[src/rtl/output_serializer.sv]
// Block-to-word serializer: captures one DATA_WIDTH block over a valid/ready
// handshake and streams it out most-significant word first, flagging the last word.
module output_serializer #(
  parameter int DATA_WIDTH = 128,
  parameter int WORD_WIDTH = 32
) (
  input  logic                  clk,
  input  logic                  n_rst,
  input  logic                  block_valid,
  input  logic [DATA_WIDTH-1:0] block_data,
  output logic                  block_ready,
  output logic                  word_valid,
  output logic [WORD_WIDTH-1:0] word_data,
  output logic                  word_last,
  input  logic                  word_ready,
  output logic                  busy
);

  localparam int NUM_WORDS = DATA_WIDTH / WORD_WIDTH;
  localparam int IDX_W     = (NUM_WORDS > 1) ? $clog2(NUM_WORDS) : 1;
  localparam logic [IDX_W-1:0] LAST_IDX = IDX_W'(NUM_WORDS - 1);

  typedef enum logic {
    ST_IDLE = 1'b0,
    ST_SEND = 1'b1
  } state_t;

  state_t                r_state;
  logic [DATA_WIDTH-1:0] r_shift;
  logic [IDX_W-1:0]      r_index;

  state_t                w_state_nxt;
  logic [DATA_WIDTH-1:0] w_shift_nxt;
  logic [IDX_W-1:0]      w_index_nxt;
  logic                  w_is_last;

  assign w_is_last = (r_index == LAST_IDX);

  // NOTE: state updates use non-blocking assignments so every register samples
  // pre-edge values regardless of process ordering.
  always_ff @(posedge clk or negedge n_rst) begin
    if (!n_rst) begin
      r_state <= ST_IDLE;
      r_shift <= '0;
      r_index <= '0;
    end else begin
      r_state <= w_state_nxt;
      r_shift <= w_shift_nxt;
      r_index <= w_index_nxt;
    end
  end

  // NOTE: every signal gets a hold default before the case so no path through
  // this block leaves a value unassigned, which would infer a latch.
  always_comb begin
    w_state_nxt = r_state;
    w_shift_nxt = r_shift;
    w_index_nxt = r_index;
    unique case (r_state)
      ST_IDLE: begin
        if (block_valid) begin
          w_state_nxt = ST_SEND;
          w_shift_nxt = block_data;
          w_index_nxt = '0;
        end
      end
      ST_SEND: begin
        if (word_ready) begin
          if (w_is_last) begin
            // Shift register is left as-is; the next capture overwrites it.
            w_state_nxt = ST_IDLE;
            w_index_nxt = '0;
          end else begin
            w_shift_nxt = r_shift << WORD_WIDTH;
            w_index_nxt = r_index + IDX_W'(1);
          end
        end
      end
      default: w_state_nxt = ST_IDLE;
    endcase
  end

  // Outputs decode registered state only; word_ready/block_valid never reach them.
  assign block_ready = (r_state == ST_IDLE);
  assign word_valid  = (r_state == ST_SEND);
  assign busy        = (r_state == ST_SEND);
  assign word_last   = (r_state == ST_SEND) && w_is_last;
  assign word_data   = r_shift[DATA_WIDTH-1 -: WORD_WIDTH];

endmodule

[config.mk]
export PLATFORM = sky130hd
export DESIGN_NAME = output_serializer
export DESIGN_NICKNAME = d
export VERILOG_FILES = /design/src/rtl/output_serializer.sv
export SDC_FILE = /design/constraint.sdc
export NUM_CORES = 1
export LEC_CHECK = 0
export ABC_AREA = 1
export BUFFER_PORTS_ARGS = -buffer_cell sky130_fd_sc_hd__buf_2
export CORE_MARGIN = 2
export CORE_UTILIZATION = 54
export DETAILED_ROUTE_END_ITERATION = 8
export GPL_ROUTABILITY_DRIVEN = 0
export PLACE_DENSITY = 0.91
export SLEW_MARGIN = 20
export SYNTH_ARGS = -nofsm -noshare
export SYNTH_HDL_FRONTEND = slang
export SYNTH_SLANG_ARGS = --single-unit
export TNS_END_PERCENT = 20
[constraint.sdc]
create_clock -name clk -period 1.6 [get_ports clk]
set_input_delay 0.24 -clock clk [delete_from_list [all_inputs] [get_ports clk]]
set_output_delay 0.24 -clock clk [all_outputs]
set_load 0.05 [all_outputs]
==> summary.md, run 1 <==
| Metric | Value |
|---|---|
| Post-synth EDFFs | 0 |
| Die ar. | ~14,000 sq um |
| Crit. End Element | output port |
| Drt initial violations | 796 |
| Worst skew pair latency | between 400 and 500 ps |
| Top layer in use | met4 |
| Largest net degree at the start of global routing | 75 |
| CP Max Fanout | 2 |
| Design area | roughly 8700 sq um |
| WS Path Type | flop to output port |
| Place WS | 96.2 ps |
| Hold WC Path Type | input port to flop |
| Top cells by area, synth | dfrtp_1, nand2_1, nand3_1, buf_4, buf_2 |
| Row cnt | slightly above 40 |
| PwrDens | between 2000 and 2500 nW/um^2 |
| Worst Hold Depth | 3 |
| Tmin final | ~1600 ps |
| Post-Syn Instances | roughly 1,000 |
| Ys flop type | dfrtp_1 |
| CTS tree | built |
| Chip width | approximately 120 microns |
| Maximum resistive drop on vdd | about 1.0 mV |
| Post-synth ARST share | 1.00 |
| Failing checks | setup timing |
| Hold Path Sink | r_index[1]$_DFFE_PN0P_ |
| Layout cells sized above 1 | 0.222 |
| #FFs+latches synth | roughly 130 |
| Maxcap violations | 0 |
| Syn nets | ~1,100 |
| Status | finished with violations |
| Area share of the largest cell type after synthesis | 0.473 |
| H-tree Lvls | 4 |
| Total power | roughly 0.018 W |
| Sequential cell area fraction in the yosys report | 0.473 |
| # clock sinks | 131 |
| Setup violators final | 1 |
| GR Overflow Total | 0 |
| Slowest cell on crit path | dfrtp_1 |
| Normalized max-slew margin | 0.699 |
| CTS Buf Count | 17 |
| Dpl hpwl | approximately 11,000 microns |
| Vias | around 6,800 |
| Clock Tree Buf Depth | 2 |
| Comb power frac | 0.452 |
| Critical hold path startpoint | word_ready |
| Area of the mapped netlist | around 6900 sq um |
| Final Hold Fails | 0 |
| Met2 WL | between 9000 and 10,000 microns |
| Net Sw Frac | 0.430 |
| Synth unique cells | 15 |
| Final period util | 1.02 |
| LEAKAGE | approximately 5.3 nW |
| Setup total negative slack | -37.1 ps |
| FMAX | roughly 0.61 GHz |
| Worst reg-to-reg setup slack | ~20 ps |
| Met3 wire length | ~1400 microns |
| Initial antenna violation count | 1 |
| Count of pins over their slew limit | 0 |
| WP data required | roughly 1400 ps |
| CP max stage delay | 390 ps |
| Mean Syn Cell Area | between 7 and 8 sq um |
| Vias in the first global route | 6,283 |
| Area growth, synth to finish | 25.0% |
| Clock power share | 0.243 |
| Share of power burned in registers | 0.305 |
| Post-synth top cells | nand2_1, dfrtp_1, nand3_1, buf_4, buf_2 |
| Placed cell areas | 7650 sq um |
| R2R Path Start | r_index[0]$_DFFE_PN0P_ |
| Core Area | 12,600 sq um |
| Cell Count, Final, Fillers Out | ~1,300 |
| Antenna viol nets, final | 0 |
| GRT Total Usage | 0.273 |
| Routed WL per cell | roughly 15 microns |
| Nets | approximately 1,200 |
| Worst-path cell chain | ha_2 -> nand2_4 -> clkinvlp_4 -> buf_6 |
| Drt pass-1 iters | 6 |
| P_sw | 0.00761 W |
| Reg clk slew, reported paths | 60 ps |
| Worst R2R Path Depth | 7 |
| Placed cell count | ~1,200 |
| # IOs | 168 |
| Die height | approximately 120 microns |
| R2r endpoint | r_shift[98]$_DFFE_PN0P_ |
| Total length of routed wires | 19,400 microns |
| Root Driver | clkbuf_16 |
| Top-count cell post-synth | nand2_1 |
| Post-route setup slack | -37.1 ps |
| DR vias/cell | approximately 5.2 |
| Worst-Margin Slew | around 450 ps |
| # DRC | 0 |
| First-pass GRT wire length | 30,400 microns |
| Setup crit start kind | flop |
| Yosys warns | 0 |
| Worst endpoint data arrival time | roughly 1400 ps |
| Internal power | ~0.010 W |
| Starting Density | 0.552 |
| Leading area contributor after synthesis | dfrtp_1 |
| Clk_skew | between 10 and 15 ps |
| Met1 Wirelength | 8000 microns |
| I/O Buffers | about 170 |
| RSZ-0062 raised after global routing | true |
metal layers:
layer / GRT usage / vias up
met3: 0.0559 / 65
met2: 0.448 / 347
met5: 0 / -
met4: 0.102 / 0
met1: 0.360 / 3096
li1: - / 3268
final cells by class:
cell class              count  area (sq um)
clock inverters            13           206
flip-flops and latches    131          3280
repair buffers            210          1450
multi-input cells         720          2920
well taps                 172           215
inverters                  36           144
fillers                   982          3900
diodes                      1          2.50
clock buffers              19           453
critical path, delay by kind of cell (launching register included):
family,cells,cell delay (ps)
and+or+nand+nor,1,90
DFF,1,390
buffers and inverters,2,290
adders and majority gates,1,200
sequential cells by signal, indices dropped and copies added (netlist names):
signal and cells:
busy 1, r_index 2, r_shift 128
cell families after synthesis:
group / synth area share
adders and majority gates: 0.00180
AOI/OAI and AO/OA: 0.000721
and+or+nand+nor: 0.413
buffers and inverters: 0.112
DFF: 0.473
timing repair:
action,4_1_cts,5_1_grt
pin swaps,1,2
resized for setup,9,5
hold endpoints to repair,41,0
cloned,3,4
setup endpoints to repair,4,103
setup buffers,4,11
hold buffers,1,0
power by group through the flow:
stage	Sequential, W	Clock, W	Combinational (W)
4_1_cts	0.00535	0.00430	0.00747
3_3_place_gp	0.00534	0	0.00690
5_1_grt	0.00555	0.00445	0.00874
3_5_place_dp	0.00539	0	0.00706
6_report	0.00540	0.00430	0.00801
2_1_floorplan	0.00521	0	0.00610
worst max path at each step:
stage                                start                 endpoint  slack, ps
floorplan                   busy$_DFF_PN0_                word_last        0.4
global placement            busy$_DFF_PN0_  r_shift[74]$_DFFE_PN0P_        150
detailed placement  r_index[0]$_DFFE_PN0P_  r_shift[98]$_DFFE_PN0P_        100
CTS                 r_index[0]$_DFFE_PN0P_                word_last        -10
global route        r_index[0]$_DFFE_PN0P_                word_last        -40
finish              r_index[0]$_DFFE_PN0P_                word_last        -40
layout by cell type, fill, tap and decap left out, types with 2 or more instances in the layout:
| cell type | instances |
|---|---|
| buf_12 | 10 |
| buf_2 | 162 |
| clkbuf_8 | 2 |
| nand2_1 | 550 |
| clkinv_2 | 2 |
| dfrtp_1 | 130 |
| buf_4 | 25 |
| nand2_4 | 2 |
| inv_1 | 33 |
| nand3_1 | 131 |
| clkbuf_16 | 20 |
| nor2_1 | 32 |
| clkinvlp_4 | 6 |
| buf_6 | 6 |
| bufbuf_16 | 3 |
| bufinv_16 | 5 |
stage by stage:
stage | util | hold WS [ps]
global placement | 0.609 | 192
floorplan | - | -55.6
CTS | 0.675 | 96.1
detailed placement | 0.609 | 193
global route | 0.690 | 141
finish | 0.690 | 100
No activity file was read; power rests on OpenSTA's default activity.
==> inputs of run 2 (changes only) <==
--- a/config.mk
+++ b/config.mk
@@ -7,8 +7,10 @@
 export LEC_CHECK = 0
 export ABC_AREA = 1
 export BUFFER_PORTS_ARGS = -buffer_cell sky130_fd_sc_hd__buf_2
+export CELL_PAD_IN_SITES_DETAIL_PLACEMENT = 1
+export CELL_PAD_IN_SITES_GLOBAL_PLACEMENT = 1
 export CORE_MARGIN = 2
-export CORE_UTILIZATION = 54
+export CORE_UTILIZATION = 38
 export DETAILED_ROUTE_END_ITERATION = 8
 export GPL_ROUTABILITY_DRIVEN = 0
 export PLACE_DENSITY = 0.91
==> constraint.sdc (replaced) <==
create_clock -name clk -period 1.6 [get_ports clk]
set_input_delay 0.32 -clock clk [delete_from_list [all_inputs] [get_ports clk]]
set_output_delay 0.32 -clock clk [all_outputs]
set_load 0.05 [all_outputs]
==> run 2 against run 1 <==
Net effect: the run still ends with setup timing left; first-iteration DRC count decreased by 32%; clock power is 9.3% lower; global-route usage fell by 4.5 points; non-clock buffer count up 6; critical endpoint unchanged; largest cell class unchanged; largest power group unchanged; highest routed layer unchanged.
==> summary.md, run 2 (synthesized netlist as in run 1, its figures left out) <==
| Metric | Value |
|---|---|
| CTS tree | built |
| Worst-Margin Slew | roughly 440 ps |
| CTS Buf Count | 17 |
| Register Area | approximately 3300 sq um |
| Total power | about 0.019 W |
| Count of pins over their slew limit | 0 |
| Initial antenna violation count | 4 |
| Worst skew pair latency | ~440 ps |
| GRT Total Usage | 0.228 |
| Layout cells sized above 1 | 0.287 |
| Largest register FFs | between 100 and 150 |
| Antenna viol nets, final | 0 |
| Crit. End Element | output port |
| Failing checks | setup timing |
| H-tree Lvls | 4 |
| CP Max Fanout | 2 |
| FMAX | roughly 0.59 GHz |
| Commonest non-fill, non-tap cell in the layout | nand2_1 |
| WS Path Type | flop to output port |
| Die height | 139 microns |
| Hold_ws | 201 ps |
| Final period util | 1.06 |
| Clock Tree Buf Depth | 2 |
| Drt initial violations | about 540 |
| Top Family by Delay on Critical Path | flip-flops |
| GR Overflow Total | 0 |
| Starting Density | 0.386 |
| Area growth, synth to finish | 31.2% |
| Normalized max-slew margin | 0.708 |
| Maximum resistive drop on vdd | 1.01 mV |
| Clk_skew | 14.2 ps |
| Total length of routed wires | roughly 26,000 microns |
| Worst Path Buf+Inv | 2 |
| PwrDens | 2080 nW/um^2 |
| I/O Buffers | 167 |
| Dpl hpwl | approximately 14,000 microns |
| DR vias/cell | between 5 and 6 |
| Routed WL per cell | 19.0 microns |
| Tmin final | around 1700 ps |
| Worst-path cell chain | ha_2 -> nand2_4 -> clkinvlp_4 -> buf_8 |
| First-pass GRT wire length | 35,200 microns |
| Setup crit start kind | flop |
| Core Area | around 18,000 sq um |
| Slowest cell on crit path | dfrtp_1 |
| Root Driver | clkbuf_16 |
| Setup violators final | a little over 100 |
| # DRC | 0 |
| Chip width | between 100 and 150 microns |
| # clock sinks | 131 |
| Row cnt | 49 |
| Maxcap violations | 0 |
| Drt pass-1 iters | 5 |
| Vias in the first global route | slightly below 7,000 |
| LEAKAGE | 5.40 nW |
| Vias | between 7,000 and 8,000 |
| Place WS | between 100 and 150 ps |
| Commonest cells after routing, fill and taps aside | nand2_1, buf_2, dfrtp_1 |
| Reg clk slew, reported paths | around 60 ps |
| Die ar. | 19,400 sq um |
| Hold WC Path Type | input port to flop |
| Final Hold Fails | 0 |
| WP data required | between 1000 and 1500 ps |
| Largest net degree at the start of global routing | between 80 and 90 |
| Setup total negative slack | -3530 ps |
| Placed cell areas | between 7000 and 8000 sq um |
| Nets | around 1,300 |
| Worst endpoint data arrival time | about 1400 ps |
| Area occupied by multi-input gates | ~3100 sq um |
| Status | finished with violations |
| Design area | 9100 sq um |
| Largest Register | r_shift |
| # fillers | roughly 2,300 |
| Post-route setup slack | -95.0 ps |
| RSZ-0062 raised after global routing | true |
| # IOs | about 170 |
| CP max stage delay | approximately 390 ps |
run 2: changes by cell type in the layout (fill, tap and decap cells not counted), moves of 5 or more:
cell,previous run,this run
nand2_1,550,483
buf_16,0,5
nand2_2,1,64
nand3_1,131,126
clkbuf_16,20,26
buf_4,25,15
buf_8,0,5
run 2: what timing repair did:
action,CTS,global route
gates cloned,1,14
hold endpoints to repair,34,0
hold buffers,1,0
pin swaps,2,3
setup buffers,8,5
resized for setup,20,91
setup endpoints to repair,4,132
run 2: area by class of cell:
type	instances	area share
repair buffers	216	0.184
diodes	4	0.00110
multi-input cells	719	0.343
flip-flops and latches	131	0.361
inverters	36	0.0161
clock buffers	22	0.0521
well taps	229	0.0315
clock inverters	10	0.0117
run 2: worst register-to-register path, cell delays in order (launching register included):
cell       delay, ps
dfrtp_1          390
ha_2             210
nand2_4           70
buf_4            110
buf_6            130
nand3_4          130
clkbuf_16        220
buf_16           160
nand2_2           80
nand2_1           80
run 2: worst paths after layout:
check / startpoint / end / slack [ps] / cells after the start
max reg2reg: r_index[1]$_DFFE_PN0P_ / r_shift[38]$_DFFE_PN0P_ / -90 / 9
max in group asynchronous: n_rst / r_shift[125]$_DFFE_PN0P_ / 610 / 3
min: word_ready / r_index[1]$_DFFE_PN0P_ / 200 / 3
min reg2reg: r_shift[17]$_DFFE_PN0P_ / r_shift[17]$_DFFE_PN0P_ / 470 / 2
min in group asynchronous: n_rst / r_shift[64]$_DFFE_PN0P_ / 380 / 2
max: r_index[1]$_DFFE_PN0P_ / word_last / -90 / 4
run 2: metrics by stage:
stage,cells,utilization
global placement,1302,0.430
CTS,1344,0.472
floorplan,986,-
finish,1367,0.507
global route,1367,0.507
detailed placement,1302,0.430
run 2: metal layers:
layer | part of all wire | up-vias | routed length, microns | track usage
met5 | 0 | - | 0 | 0
met3 | 0.054 | 52 | 1400 | 0.0445
met4 | 0.033 | 0 | 871 | 0.102
met1 | 0.41 | 3445 | 10700 | 0.290
li1 | - | 3278 | - | -
met2 | 0.50 | 250 | 13000 | 0.380
run 2: report_power, final:
part | internal, W | switching, W
Combinational | 0.00321 | 0.00619
Clock | 0.00240 | 0.00149
Sequential | 0.00464 | 0.000976
